## src/rtl/serial_out_arbiter_pkg.sv

```systemverilog
// Shared constants and small combinational helpers for the serial output arbiter.
package serial_out_arbiter_pkg;

   // Helpers operate on a fixed 8-bit view; narrower source vectors are zero-extended.
   localparam int unsigned MaxChannels = 8;
   localparam int unsigned CollWidth   = 8;

   // Index of the lowest set bit, 0 when none is set.
   function automatic logic [2:0] lowest_idx(input logic [MaxChannels-1:0] v);
      logic [2:0] idx;
      logic       found;
      idx   = '0;
      found = 1'b0;
      for (int i = 0; i < MaxChannels; i++) begin
         if (v[i] && !found) begin
            idx   = 3'(i);
            found = 1'b1;
         end
      end
      return idx;
   endfunction

   // Number of set bits.
   function automatic logic [3:0] popcount(input logic [MaxChannels-1:0] v);
      logic [3:0] n;
      n = '0;
      for (int i = 0; i < MaxChannels; i++) begin
         n = n + {3'b000, v[i]};
      end
      return n;
   endfunction

endpackage

```

## src/rtl/serial_out_arbiter_sat_counter.sv

```systemverilog
// Saturating up-counter that can take several increments in one cycle.
module sat_counter #(
   parameter int unsigned WIDTH   = 8,
   parameter int unsigned MAX_INC = 1
) (
   input  logic                           clk_sys,
   input  logic                           reset_n,
   input  logic [$clog2(MAX_INC+1)-1:0]   inc,
   output logic [WIDTH-1:0]               count
);

   localparam logic [WIDTH:0] CountMax = {1'b0, {WIDTH{1'b1}}};

   logic [WIDTH-1:0] count_q, count_d;
   logic [WIDTH:0]   sum;

   // Add in one extra bit of headroom, then clamp at all-ones.
   always_comb begin
      sum     = (WIDTH+1)'(count_q) + (WIDTH+1)'(inc);
      count_d = (sum > CountMax) ? {WIDTH{1'b1}} : sum[WIDTH-1:0];
   end

   // Count register with synchronous clear.
   always_ff @(posedge clk_sys) begin
      if (!reset_n) begin
         count_q <= '0;
      end else begin
         count_q <= count_d;
      end
   end

   assign count = count_q;

endmodule

```

## src/rtl/serial_out_arbiter.sv

```systemverilog
// Merges several single-bit serial sources onto one TX line with per-frame ownership,
// idle-release timeout, enable masking, collision counting and a last-change-wins legacy mode.
module serial_out_arbiter
   import serial_out_arbiter_pkg::*;
#(
   parameter int unsigned CHANNELS    = 3,
   parameter int unsigned IDLE_CYCLES = 2916,
   parameter bit          IDLE_LEVEL  = 1'b1,
   parameter bit          LEGACY      = 1'b0
) (
   input  logic                        clk_sys,
   input  logic                        reset_n,
   input  logic                        ce,
   input  logic [CHANNELS-1:0]         src_in,
   input  logic [CHANNELS-1:0]         src_en,
   output logic                        tx,
   output logic [$clog2(CHANNELS)-1:0] owner,
   output logic                        owner_valid,
   output logic [CollWidth-1:0]        collisions
);

   localparam int unsigned OwnerW = $clog2(CHANNELS);
   localparam int unsigned CntW   = (IDLE_CYCLES > 1) ? $clog2(IDLE_CYCLES) : 1;

   typedef enum logic {StIdle, StOwned} state_e;

   state_e              state_q, state_d;
   logic [CHANNELS-1:0] prev_q;
   logic [OwnerW-1:0]   owner_q, owner_d;
   logic [CntW-1:0]     cnt_q, cnt_d;
   logic                tx_q, tx_d;
   logic [OwnerW-1:0]   coll_inc;

   logic [CHANNELS-1:0]    edges;
   logic [MaxChannels-1:0] edges_w, other_w, src_w, en_w, owner_oh_w;
   logic [2:0]             owner_ix, low_all, low_other;
   logic [3:0]             pc_all, pc_other;

   assign edges      = (src_in ^ prev_q) & src_en;
   assign edges_w    = MaxChannels'(edges);
   assign src_w      = MaxChannels'(src_in);
   assign en_w       = MaxChannels'(src_en);
   assign owner_ix   = 3'(owner_q);
   assign owner_oh_w = MaxChannels'(1) << owner_ix;
   assign other_w    = edges_w & ~owner_oh_w;
   assign low_all    = lowest_idx(edges_w);
   assign low_other  = lowest_idx(other_w);
   assign pc_all     = popcount(edges_w);
   assign pc_other   = popcount(other_w);

   // Next-state, grant and collision-increment logic.
   always_comb begin
      state_d  = state_q;
      owner_d  = owner_q;
      cnt_d    = cnt_q;
      tx_d     = tx_q;
      coll_inc = '0;

      if (LEGACY) begin
         state_d = StIdle;
         owner_d = '0;
         cnt_d   = '0;
         if (|edges) begin
            tx_d = src_w[low_all];
         end
      end else begin
         unique case (state_q)
            StIdle: begin
               tx_d    = IDLE_LEVEL;
               owner_d = '0;
               cnt_d   = '0;
               if (|edges) begin
                  state_d  = StOwned;
                  owner_d  = OwnerW'(low_all);
                  tx_d     = src_w[low_all];
                  coll_inc = OwnerW'(pc_all - 4'd1);
               end
            end
            StOwned: begin
               if (!en_w[owner_ix]) begin
                  // Owner masked: drop the line, but a same-cycle edge is granted as from idle.
                  state_d = StIdle;
                  owner_d = '0;
                  tx_d    = IDLE_LEVEL;
                  cnt_d   = '0;
                  if (|edges) begin
                     state_d  = StOwned;
                     owner_d  = OwnerW'(low_all);
                     tx_d     = src_w[low_all];
                     coll_inc = OwnerW'(pc_all - 4'd1);
                  end
               end else begin
                  tx_d     = src_w[owner_ix];
                  coll_inc = OwnerW'(pc_other);
                  if (edges_w[owner_ix] || (src_w[owner_ix] != IDLE_LEVEL)) begin
                     cnt_d = '0;
                  end else if (ce) begin
                     if (cnt_q == CntW'(IDLE_CYCLES - 1)) begin
                        cnt_d = '0;
                        if (|other_w) begin
                           // Direct handover: the winner is not counted as a collision.
                           owner_d  = OwnerW'(low_other);
                           tx_d     = src_w[low_other];
                           coll_inc = OwnerW'(pc_other - 4'd1);
                        end else begin
                           state_d = StIdle;
                           owner_d = '0;
                           tx_d    = IDLE_LEVEL;
                        end
                     end else begin
                        cnt_d = cnt_q + CntW'(1);
                     end
                  end
               end
            end
            default: begin
               state_d = StIdle;
               owner_d = '0;
               tx_d    = IDLE_LEVEL;
               cnt_d   = '0;
            end
         endcase
      end
   end

   // State, ownership, idle counter and edge-history registers.
   always_ff @(posedge clk_sys) begin
      if (!reset_n) begin
         state_q <= StIdle;
         prev_q  <= {CHANNELS{IDLE_LEVEL}};
         owner_q <= '0;
         cnt_q   <= '0;
         tx_q    <= IDLE_LEVEL;
      end else begin
         state_q <= state_d;
         prev_q  <= src_in;
         owner_q <= owner_d;
         cnt_q   <= cnt_d;
         tx_q    <= tx_d;
      end
   end

   sat_counter #(
      .WIDTH   (CollWidth),
      .MAX_INC (CHANNELS - 1)
   ) u_coll (
      .clk_sys (clk_sys),
      .reset_n (reset_n),
      .inc     (coll_inc),
      .count   (collisions)
   );

   assign tx          = tx_q;
   assign owner       = owner_q;
   assign owner_valid = (state_q == StOwned);

endmodule
```

## config.mk

```make
export PLATFORM = sky130hd
export DESIGN_NAME = serial_out_arbiter
export DESIGN_NICKNAME = d
export VERILOG_FILES = /design/src/rtl/serial_out_arbiter_pkg.sv /design/src/rtl/serial_out_arbiter_sat_counter.sv /design/src/rtl/serial_out_arbiter.sv
export SDC_FILE = /design/constraint.sdc
export NUM_CORES = 1
export LEC_CHECK = 0
export BUFFER_PORTS_ARGS = -buffer_cell sky130_fd_sc_hd__buf_2
export CAP_MARGIN = 20
export CELL_PAD_IN_SITES_DETAIL_PLACEMENT = 0
export CELL_PAD_IN_SITES_GLOBAL_PLACEMENT = 1
export CORE_MARGIN = 2
export CORE_UTILIZATION = 43
export CTS_CLUSTER_SIZE = 28
export DETAILED_ROUTE_END_ITERATION = 7
export PLACE_DENSITY = 0.87
export SLEW_MARGIN = 20
export SYNTH_ARGS = -nofsm -noshare
export SYNTH_HDL_FRONTEND = slang
export SYNTH_SLANG_ARGS = --single-unit
```

## constraint.sdc

```tcl
create_clock -name clk_sys -period 4.5 [get_ports clk_sys]
set_clock_uncertainty 0.2 [all_clocks]
set_input_delay 0.675 -clock clk_sys [delete_from_list [all_inputs] [get_ports clk_sys]]
set_output_delay 0.675 -clock clk_sys [all_outputs]
set_load 0.005 [all_outputs]
```

==> results of run 1 <==
[layout make-up]
cell class	instances	area, sq um	area share (%)
multi-input cells	167	1110	57.9
flip-flops and latches	27	541	28.3
repair buffers	21	108	5.63
well taps	50	62.6	3.27
inverters	13	48.8	2.55
clock buffers	4	45.0	2.36
[layer usage]
layer,up-vias,global-route usage (%),part of all wire (%)
met1,712,25.8,50
met5,-,0,0
met3,4,3.50,5.2
met4,0,6.12,1.2
li1,819,-,-
met2,41,27.0,43
[worst min path at each step]
stage          startpoint        to  slack (ns)  cells past startpoint
2_1_floorplan    cnt_q[1]  cnt_q[1]        0.26                      2
3_3_place_gp     cnt_q[1]  cnt_q[1]        0.28                      2
3_5_place_dp     cnt_q[1]  cnt_q[1]        0.28                      2
4_1_cts          cnt_q[1]  cnt_q[1]        0.30                      2
5_1_grt          cnt_q[1]  cnt_q[1]        0.33                      2
6_report         cnt_q[1]  cnt_q[1]        0.29                      2
[logic make-up (layout without fill, tap and decap cells)]
group	after synthesis	count (layout)	synth area share (%)
xor+xnor	14	14	7.07
simple gates	88	88	27.5
buf+inv	21	38	5.12
compound gates	55	55	21.8
flops	27	27	31.1
fa+ha+maj	7	7	5.48
mux	3	3	1.87
[power by group through the flow]
stage | Sequential (mW) | Clock (mW) | Combinational [mW]
finish | 0.264 | 0.138 | 0.126
detailed placement | 0.269 | 0 | 0.126
floorplan | 0.267 | 0 | 0.0884
global route | 0.266 | 0.154 | 0.141
CTS | 0.264 | 0.143 | 0.127
global placement | 0.269 | 0 | 0.127
[metrics by stage]
stage               utilization, %  cell area (sq um)  hold slack (ns)  setup WS, ns
floorplan                        -               1740            0.259         0.885
global placement              47.3               1870            0.277         0.539
detailed placement            47.3               1870            0.281         0.455
CTS                           48.5               1910            0.296         0.735
global route                  48.5               1910            0.329         0.512
finish                        48.5               1910            0.289         0.732
[critical path, delay by kind of cell]
family / cells / cell delay (ns)
XOR/XNOR: 2 / 0.45
buffers and inverters: 2 / 0.24
AO/OA/AOI/OAI: 2 / 0.29
adder cells (fa/ha/maj): 2 / 0.82
AND/OR/NAND/NOR: 5 / 1.25
[synth_stat cells (all sizes together) (5+ instances only)]
| cell | number |
|---|---|
| nand4 | 5 |
| nor2b | 6 |
| nor3 | 6 |
| clkbuf | 5 |
| inv | 13 |
| nand2b | 6 |
| nand3 | 6 |
| xor2 | 11 |
| a211oi | 5 |
| ha | 6 |
| a21oi | 14 |
| dfxtp | 27 |
| o21ai | 8 |
| nor2 | 24 |
| nand2 | 12 |
[registers in the layout, indices dropped and copies added (netlist names)]
signal,flops
prev_q,3
owner_valid,1
tx,1
owner,2
cnt_q,12
u_coll.count,8
==> flow_results.xml, run 1 <==
<?xml version="1.0" encoding="UTF-8"?>
<metrics>
  <group name="route">
    <metric name="detailroute.via_count" unit="">1576</metric>
    <metric name="drt-wirelength-per-cell" unit="um">13.4</metric>
    <metric name="drtAntennaViolNets" unit="">0</metric>
    <metric name="drc_errors" unit="">0</metric>
    <metric name="detail_route.vias_per_cell" unit="">5.59</metric>
    <metric name="dr.first_iter.drc_count" unit="">153</metric>
    <metric name="route.final.wire_length" unit="um">3790</metric>
    <metric name="drtPass1Iterations" unit="">4</metric>
  </group>
  <group name="power">
    <metric name="clkPwrFrac" unit="%">26.1</metric>
    <metric name="sequentialPowerShare" unit="%">50.0</metric>
    <metric name="p_leak" unit="nW">0.760</metric>
    <metric name="power.density" unit="nW/um^2">276</metric>
    <metric name="share_comb_of_total_power" unit="%">23.9</metric>
    <metric name="switching_share" unit="%">30.1</metric>
    <metric name="internal_power" unit="mW">0.369</metric>
    <metric name="p_switching" unit="mW">0.159</metric>
    <metric name="vdd_drop_max" unit="mV">0.127</metric>
    <metric name="finalPower" unit="mW">0.528</metric>
  </group>
  <group name="worst_setup_path">
    <metric name="cp_data_required_time" unit="ns">4.46</metric>
    <metric name="worst_setup_path_start_kind" unit="">primary input</metric>
    <metric name="critical-path-max-stage-delay" unit="ns">0.49</metric>
    <metric name="setup.worst_path.start" unit="">src_in[0]</metric>
    <metric name="slowest_cell_on_crit_path" unit="">fa_1</metric>
    <metric name="crit_path_end" unit="">u_coll.count[6]</metric>
    <metric name="setup.worst_path.end_class" unit="">register</metric>
    <metric name="path_class" unit="">primary input to register</metric>
    <metric name="setup.reg_to_reg.worst_slack" unit="ns">0.94</metric>
    <metric name="crit_chain" unit="">buf_2, xor2_1, and2_1, inv_1, nor3_1, a211oi_1, ha_1, nor4_1, xor2_1, o21a_1, fa_1, nor4b_1, nor3_1</metric>
    <metric name="critPathMaxFanout" unit="">7</metric>
    <metric name="r2r-end" unit="">u_coll.count[6]</metric>
    <metric name="r2r_cells" unit="">12</metric>
    <metric name="r2r-start" unit="">prev_q[0]</metric>
    <metric name="data_arrival_time_of_the_critical_path" unit="ns">3.72</metric>
  </group>
  <group name="sta">
    <metric name="min_period" unit="ns">3.77</metric>
    <metric name="layout_worst_path_cycle_share" unit="%">83.7</metric>
    <metric name="setup_total_negative_slack" unit="ns">0</metric>
    <metric name="grt_setup_unrepaired" unit="">no</metric>
    <metric name="finalMaxSlewViolations" unit="">0</metric>
    <metric name="slew_at_the_pin_closest_to_its_max_slew_limit" unit="ns">0.563</metric>
    <metric name="setup_viol" unit="">0</metric>
    <metric name="maxClockFrequency" unit="MHz">265</metric>
    <metric name="hold_viol" unit="">0</metric>
    <metric name="slew-limit-headroom" unit="%">62.4</metric>
  </group>
  <group name="min_path">
    <metric name="holdCritPathClass" unit="">register to register</metric>
  </group>
  <group name="global_route">
    <metric name="antenna_found_initial" unit="">0</metric>
    <metric name="global_route.overflow_total" unit="">0</metric>
    <metric name="grt_start_max_net_pins" unit="">16</metric>
    <metric name="first_global_vias" unit="">1360</metric>
    <metric name="grt_first_pass_wirelength" unit="um">6290</metric>
    <metric name="grt_use_total" unit="%">18.0</metric>
  </group>
  <group name="floorplan">
    <metric name="die-width" unit="um">67.5</metric>
    <metric name="top_level_ports" unit="">21</metric>
    <metric name="initial_core_util" unit="%">44.0</metric>
    <metric name="rows" unit="">23</metric>
    <metric name="die_y" unit="um">67.5</metric>
    <metric name="die-area" unit="sq um">4560</metric>
    <metric name="fp.coreArea" unit="sq um">3940</metric>
  </group>
  <group name="cts">
    <metric name="cts_made_buffers" unit="">3</metric>
    <metric name="htree_levels" unit="">1</metric>
    <metric name="cts.repair_timing.setup_buffer_count" unit="">0</metric>
    <metric name="cts-root-buf" unit="">clkbuf_8</metric>
    <metric name="clockBufferDepth" unit="">2</metric>
    <metric name="post_cts_resize_count" unit="">0</metric>
    <metric name="numClockSinks" unit="">27</metric>
    <metric name="clk_pin_slew_worst_paths" unit="ns">0.09</metric>
    <metric name="tritoncts_clock_tree" unit="">yes</metric>
    <metric name="cts_hold_buf" unit="">0</metric>
    <metric name="clock_latency_of_the_later_clocked_register_in_the_worst_skew_pair" unit="ns">0.27</metric>
  </group>
  <group name="layout">
    <metric name="fillerInstances" unit="">397</metric>
    <metric name="post_route_cells_drive_above_1_share" unit="%">13.8</metric>
    <metric name="synthToLayoutAreaGrowth" unit="%">10.1</metric>
    <metric name="layout.nets" unit="">249</metric>
    <metric name="leading_cell_type_in_the_layout_fill_and_taps_excluded" unit="">dfxtp_1</metric>
    <metric name="stdcell_count" unit="">282</metric>
    <metric name="commonest_non_fill_non_tap_cells_in_the_layout" unit="">dfxtp_1, nor2_1, buf_2</metric>
    <metric name="antenna_fix_cells" unit="">0</metric>
  </group>
  <group name="run_status">
    <metric name="outcome" unit="">finished clean</metric>
  </group>
  <group name="yosys">
    <metric name="post_synth_instance_area" unit="sq um">1740</metric>
    <metric name="ys_seq_area_share" unit="%">31.1</metric>
    <metric name="syn_avg_cell_area" unit="sq um">8.07</metric>
    <metric name="synth_largest_area_cell" unit="">dfxtp_1</metric>
    <metric name="netlist-cell-type-count" unit="">55</metric>
    <metric name="ys_async_sr_fraction" unit="%">0</metric>
    <metric name="synthFlopType" unit="">dfxtp_1</metric>
    <metric name="area_fraction_of_the_dominant_cell_type_after_synthesis" unit="%">31.1</metric>
    <metric name="synth.ff_latch_count" unit="">27</metric>
    <metric name="synth_cells" unit="">215</metric>
    <metric name="synth_nets" unit="">231</metric>
    <metric name="yosys-top-cells-area" unit="">dfxtp_1, xor2_1, nor2_1, ha_1, a21oi_1</metric>
    <metric name="count_of_flip_flops_with_a_built_in_enable_after_synthesis" unit="">0</metric>
    <metric name="synth_warnings" unit="">0</metric>
  </group>
  <group name="place">
    <metric name="placedCellCount" unit="">278</metric>
    <metric name="post-dp-hpwl" unit="um">2860</metric>
    <metric name="gp_congestion" unit="">0.903</metric>
    <metric name="port_buffers" unit="">20</metric>
  </group>
  <group name="flow_run">
    <metric name="maxCapViolations" unit="">0</metric>
  </group>
</metrics>
No activity file was read; power rests on OpenSTA's default activity.
==> run 2: changes to the inputs <==
--- a/config.mk
+++ b/config.mk
@@ -10,10 +10,10 @@
 export CELL_PAD_IN_SITES_DETAIL_PLACEMENT = 0
 export CELL_PAD_IN_SITES_GLOBAL_PLACEMENT = 1
 export CORE_MARGIN = 2
-export CORE_UTILIZATION = 43
+export CORE_UTILIZATION = 39
 export CTS_CLUSTER_SIZE = 28
 export DETAILED_ROUTE_END_ITERATION = 7
-export PLACE_DENSITY = 0.87
+export PLACE_DENSITY = 0.84
 export SLEW_MARGIN = 20
 export SYNTH_ARGS = -nofsm -noshare
 export SYNTH_HDL_FRONTEND = slang
==> constraint.sdc (replaced) <==
create_clock -name clk_sys -period 3.2 [get_ports clk_sys]
set_clock_uncertainty 0.2 [all_clocks]
set_input_delay 0.48 -clock clk_sys [delete_from_list [all_inputs] [get_ports clk_sys]]
set_output_delay 0.48 -clock clk_sys [all_outputs]
set_load 0.005 [all_outputs]
==> flow_results.xml, run 2 (synthesis results as in run 1) <==
<?xml version="1.0" encoding="UTF-8"?>
<metrics>
  <group name="layout">
    <metric name="layout.nets" unit="">283</metric>
    <metric name="fillerInstances" unit="">429</metric>
    <metric name="commonest_non_fill_non_tap_cells_in_the_layout" unit="">buf_4, dfxtp_1, nor2_1</metric>
    <metric name="multi_input_area" unit="sq um">1190</metric>
    <metric name="largest_register_ffs" unit="">12</metric>
    <metric name="regMostFlops" unit="">cnt_q</metric>
    <metric name="antenna_fix_cells" unit="">0</metric>
    <metric name="synthToLayoutAreaGrowth" unit="%">30.6</metric>
    <metric name="leading_cell_type_in_the_layout_fill_and_taps_excluded" unit="">buf_4</metric>
    <metric name="ff_latch_area" unit="sq um">547</metric>
    <metric name="stdcell_count" unit="">318</metric>
    <metric name="post_route_cells_drive_above_1_share" unit="%">33.1</metric>
  </group>
  <group name="worst_setup_path">
    <metric name="critical-path-max-stage-delay" unit="ns">0.38</metric>
    <metric name="setup.worst_path.start" unit="">prev_q[0]</metric>
    <metric name="data_arrival_time_of_the_critical_path" unit="ns">3.06</metric>
    <metric name="setup.worst_path.end_class" unit="">register</metric>
    <metric name="setup.reg_to_reg.worst_slack" unit="ns">0.15</metric>
    <metric name="slowest_cell_on_crit_path" unit="">fa_2</metric>
    <metric name="crit_chain" unit="">xor2_2, and2_4, inv_4, buf_4, ha_4, inv_1, ha_2, xnor2_1, or3_1, o21a_1, fa_2, nor2b_1, inv_1, a21oi_1</metric>
    <metric name="cp_data_required_time" unit="ns">3.21</metric>
    <metric name="r2r-start" unit="">prev_q[0]</metric>
    <metric name="r2r-end" unit="">u_coll.count[3]</metric>
    <metric name="path_class" unit="">register to register</metric>
    <metric name="worst_path_most_repeated_cell" unit="">inv_1</metric>
    <metric name="worst_setup_path_start_kind" unit="">register</metric>
    <metric name="r2r_cells" unit="">14</metric>
    <metric name="crit_path_end" unit="">u_coll.count[3]</metric>
    <metric name="critPathMaxFanout" unit="">5</metric>
  </group>
  <group name="cts">
    <metric name="clk_pin_slew_worst_paths" unit="ns">0.10</metric>
    <metric name="numClockSinks" unit="">27</metric>
    <metric name="cts_made_buffers" unit="">3</metric>
    <metric name="htree_levels" unit="">1</metric>
    <metric name="clock_latency_of_the_later_clocked_register_in_the_worst_skew_pair" unit="ns">0.28</metric>
    <metric name="clockBufferDepth" unit="">2</metric>
    <metric name="cts_hold_buf" unit="">0</metric>
    <metric name="tritoncts_clock_tree" unit="">yes</metric>
    <metric name="cts-root-buf" unit="">clkbuf_8</metric>
  </group>
  <group name="sta">
    <metric name="slew-limit-headroom" unit="%">67.8</metric>
    <metric name="setup_viol" unit="">0</metric>
    <metric name="layout_worst_path_cycle_share" unit="%">95.2</metric>
    <metric name="finalMaxSlewViolations" unit="">0</metric>
    <metric name="maxClockFrequency" unit="MHz">328</metric>
    <metric name="min_period" unit="ns">3.05</metric>
    <metric name="postLayoutSetupSlackWorst" unit="ns">0.154</metric>
    <metric name="hold_viol" unit="">0</metric>
    <metric name="slew_at_the_pin_closest_to_its_max_slew_limit" unit="ns">0.478</metric>
    <metric name="setup_total_negative_slack" unit="ns">0</metric>
  </group>
  <group name="global_route">
    <metric name="grt_start_max_net_pins" unit="">16</metric>
    <metric name="first_global_vias" unit="">1590</metric>
    <metric name="grt_first_pass_wirelength" unit="um">7180</metric>
    <metric name="global_route.overflow_total" unit="">0</metric>
    <metric name="antenna_found_initial" unit="">0</metric>
    <metric name="grt_use_total" unit="%">17.3</metric>
  </group>
  <group name="min_path">
    <metric name="min_delay_path_depth" unit="">2</metric>
    <metric name="holdCritPathClass" unit="">primary input to register</metric>
  </group>
  <group name="power">
    <metric name="p_leak" unit="nW">0.951</metric>
    <metric name="power.density" unit="nW/um^2">359</metric>
    <metric name="vdd_drop_max" unit="mV">0.181</metric>
  </group>
  <group name="route">
    <metric name="detail_route.vias_per_cell" unit="">5.50</metric>
    <metric name="drt-wirelength-per-cell" unit="um">13.7</metric>
    <metric name="drtPass1Iterations" unit="">4</metric>
    <metric name="route.final.wire_length" unit="um">4360</metric>
    <metric name="drc_errors" unit="">0</metric>
    <metric name="dr.first_iter.drc_count" unit="">104</metric>
    <metric name="detailroute.via_count" unit="">1750</metric>
    <metric name="drtAntennaViolNets" unit="">0</metric>
  </group>
  <group name="floorplan">
    <metric name="die-width" unit="um">70.7</metric>
    <metric name="die_y" unit="um">70.7</metric>
    <metric name="rows" unit="">24</metric>
    <metric name="initial_core_util" unit="%">40.1</metric>
    <metric name="fp.coreArea" unit="sq um">4320</metric>
    <metric name="top_level_ports" unit="">21</metric>
    <metric name="die-area" unit="sq um">5000</metric>
  </group>
  <group name="place">
    <metric name="port_buffers" unit="">20</metric>
    <metric name="placedCellCount" unit="">311</metric>
    <metric name="post-dp-hpwl" unit="um">3270</metric>
    <metric name="dpl_worst_slack" unit="ns">-0.269</metric>
    <metric name="gp_congestion" unit="">0.846</metric>
  </group>
  <group name="flow_run">
    <metric name="maxCapViolations" unit="">0</metric>
  </group>
  <group name="run_status">
    <metric name="outcome" unit="">finished clean</metric>
  </group>
</metrics>
## run 2: cell count changes in the layout (fill, tap and decap cells not counted), moves of 2 or more
cell / delta
ha_1: -2
nor2_1: -3
xor2_2: +2
nor4_1: -2
nor4_2: +2
dfxtp_2: +5
buf_4: +33
nor3_1: -2
xor2_1: -2
nor2_2: +3
dfxtp_1: -5
## run 2: power breakdown
part / switching [mW] / leakage [nW] / internal (mW)
Clock: 0.113 / 0.0255 / 0.0875
Sequential: 0.0154 / 0.221 / 0.354
Combinational: 0.123 / 0.704 / 0.121
## run 2: per-stage QoR
step                power (mW)  hold WS [ns]  utilization [%]  area (sq um)
floorplan                0.504         0.259                -          1750
global placement         0.602         0.276             49.0          2120
detailed placement       0.602         0.281             49.0          2120
CTS                      0.806         0.251             50.5          2180
global route             0.860         0.262             52.4          2270
finish                   0.814         0.254             52.4          2270
## run 2: cell type report
class                      count  share of cell area, %
clock inverter                 1                  0.221
sequential                    27                   24.1
clock buffer                   3                   1.82
multi-input combinational    167                   52.5
tap                           52                   2.87
inverter                      13                   2.26
timing repair buffer          55                   16.2
## run 2: worst min path at each step
stage	startpoint	end	slack, ns
after floorplan	cnt_q[1]	cnt_q[1]	0.26
after global placement	cnt_q[1]	cnt_q[1]	0.28
after detailed placement	cnt_q[1]	cnt_q[1]	0.28
after CTS	reset_n	prev_q[2]	0.25
after global routing	reset_n	prev_q[1]	0.26
final	reset_n	prev_q[0]	0.25
## run 2: repair_timing
item,in CTS,in global routing
resized for setup,3,19
cloned,0,0
setup endpoints to repair,3,7
pin swaps,1,14
setup buffers,0,3
## run 2: critical path: cells and delay by family (launching register included)
kind                     cells  cell delay, ns
adder cells (fa/ha/maj)      3            0.79
AND/OR/NAND/NOR              3            0.76
flip-flops                   1            0.34
buffers and inverters        4            0.32
XOR/XNOR                     2            0.29
AO/OA/AOI/OAI                2            0.27
## run 2: per-layer routing
layer / vias up / GRT usage (%) / routed length, um
met4: 0 / 4.40 / 46
met2: 45 / 28.9 / 2050
met3: 5 / 2.56 / 213
met1: 817 / 23.4 / 2050
met5: - / 0 / 0
li1: 883 / - / -
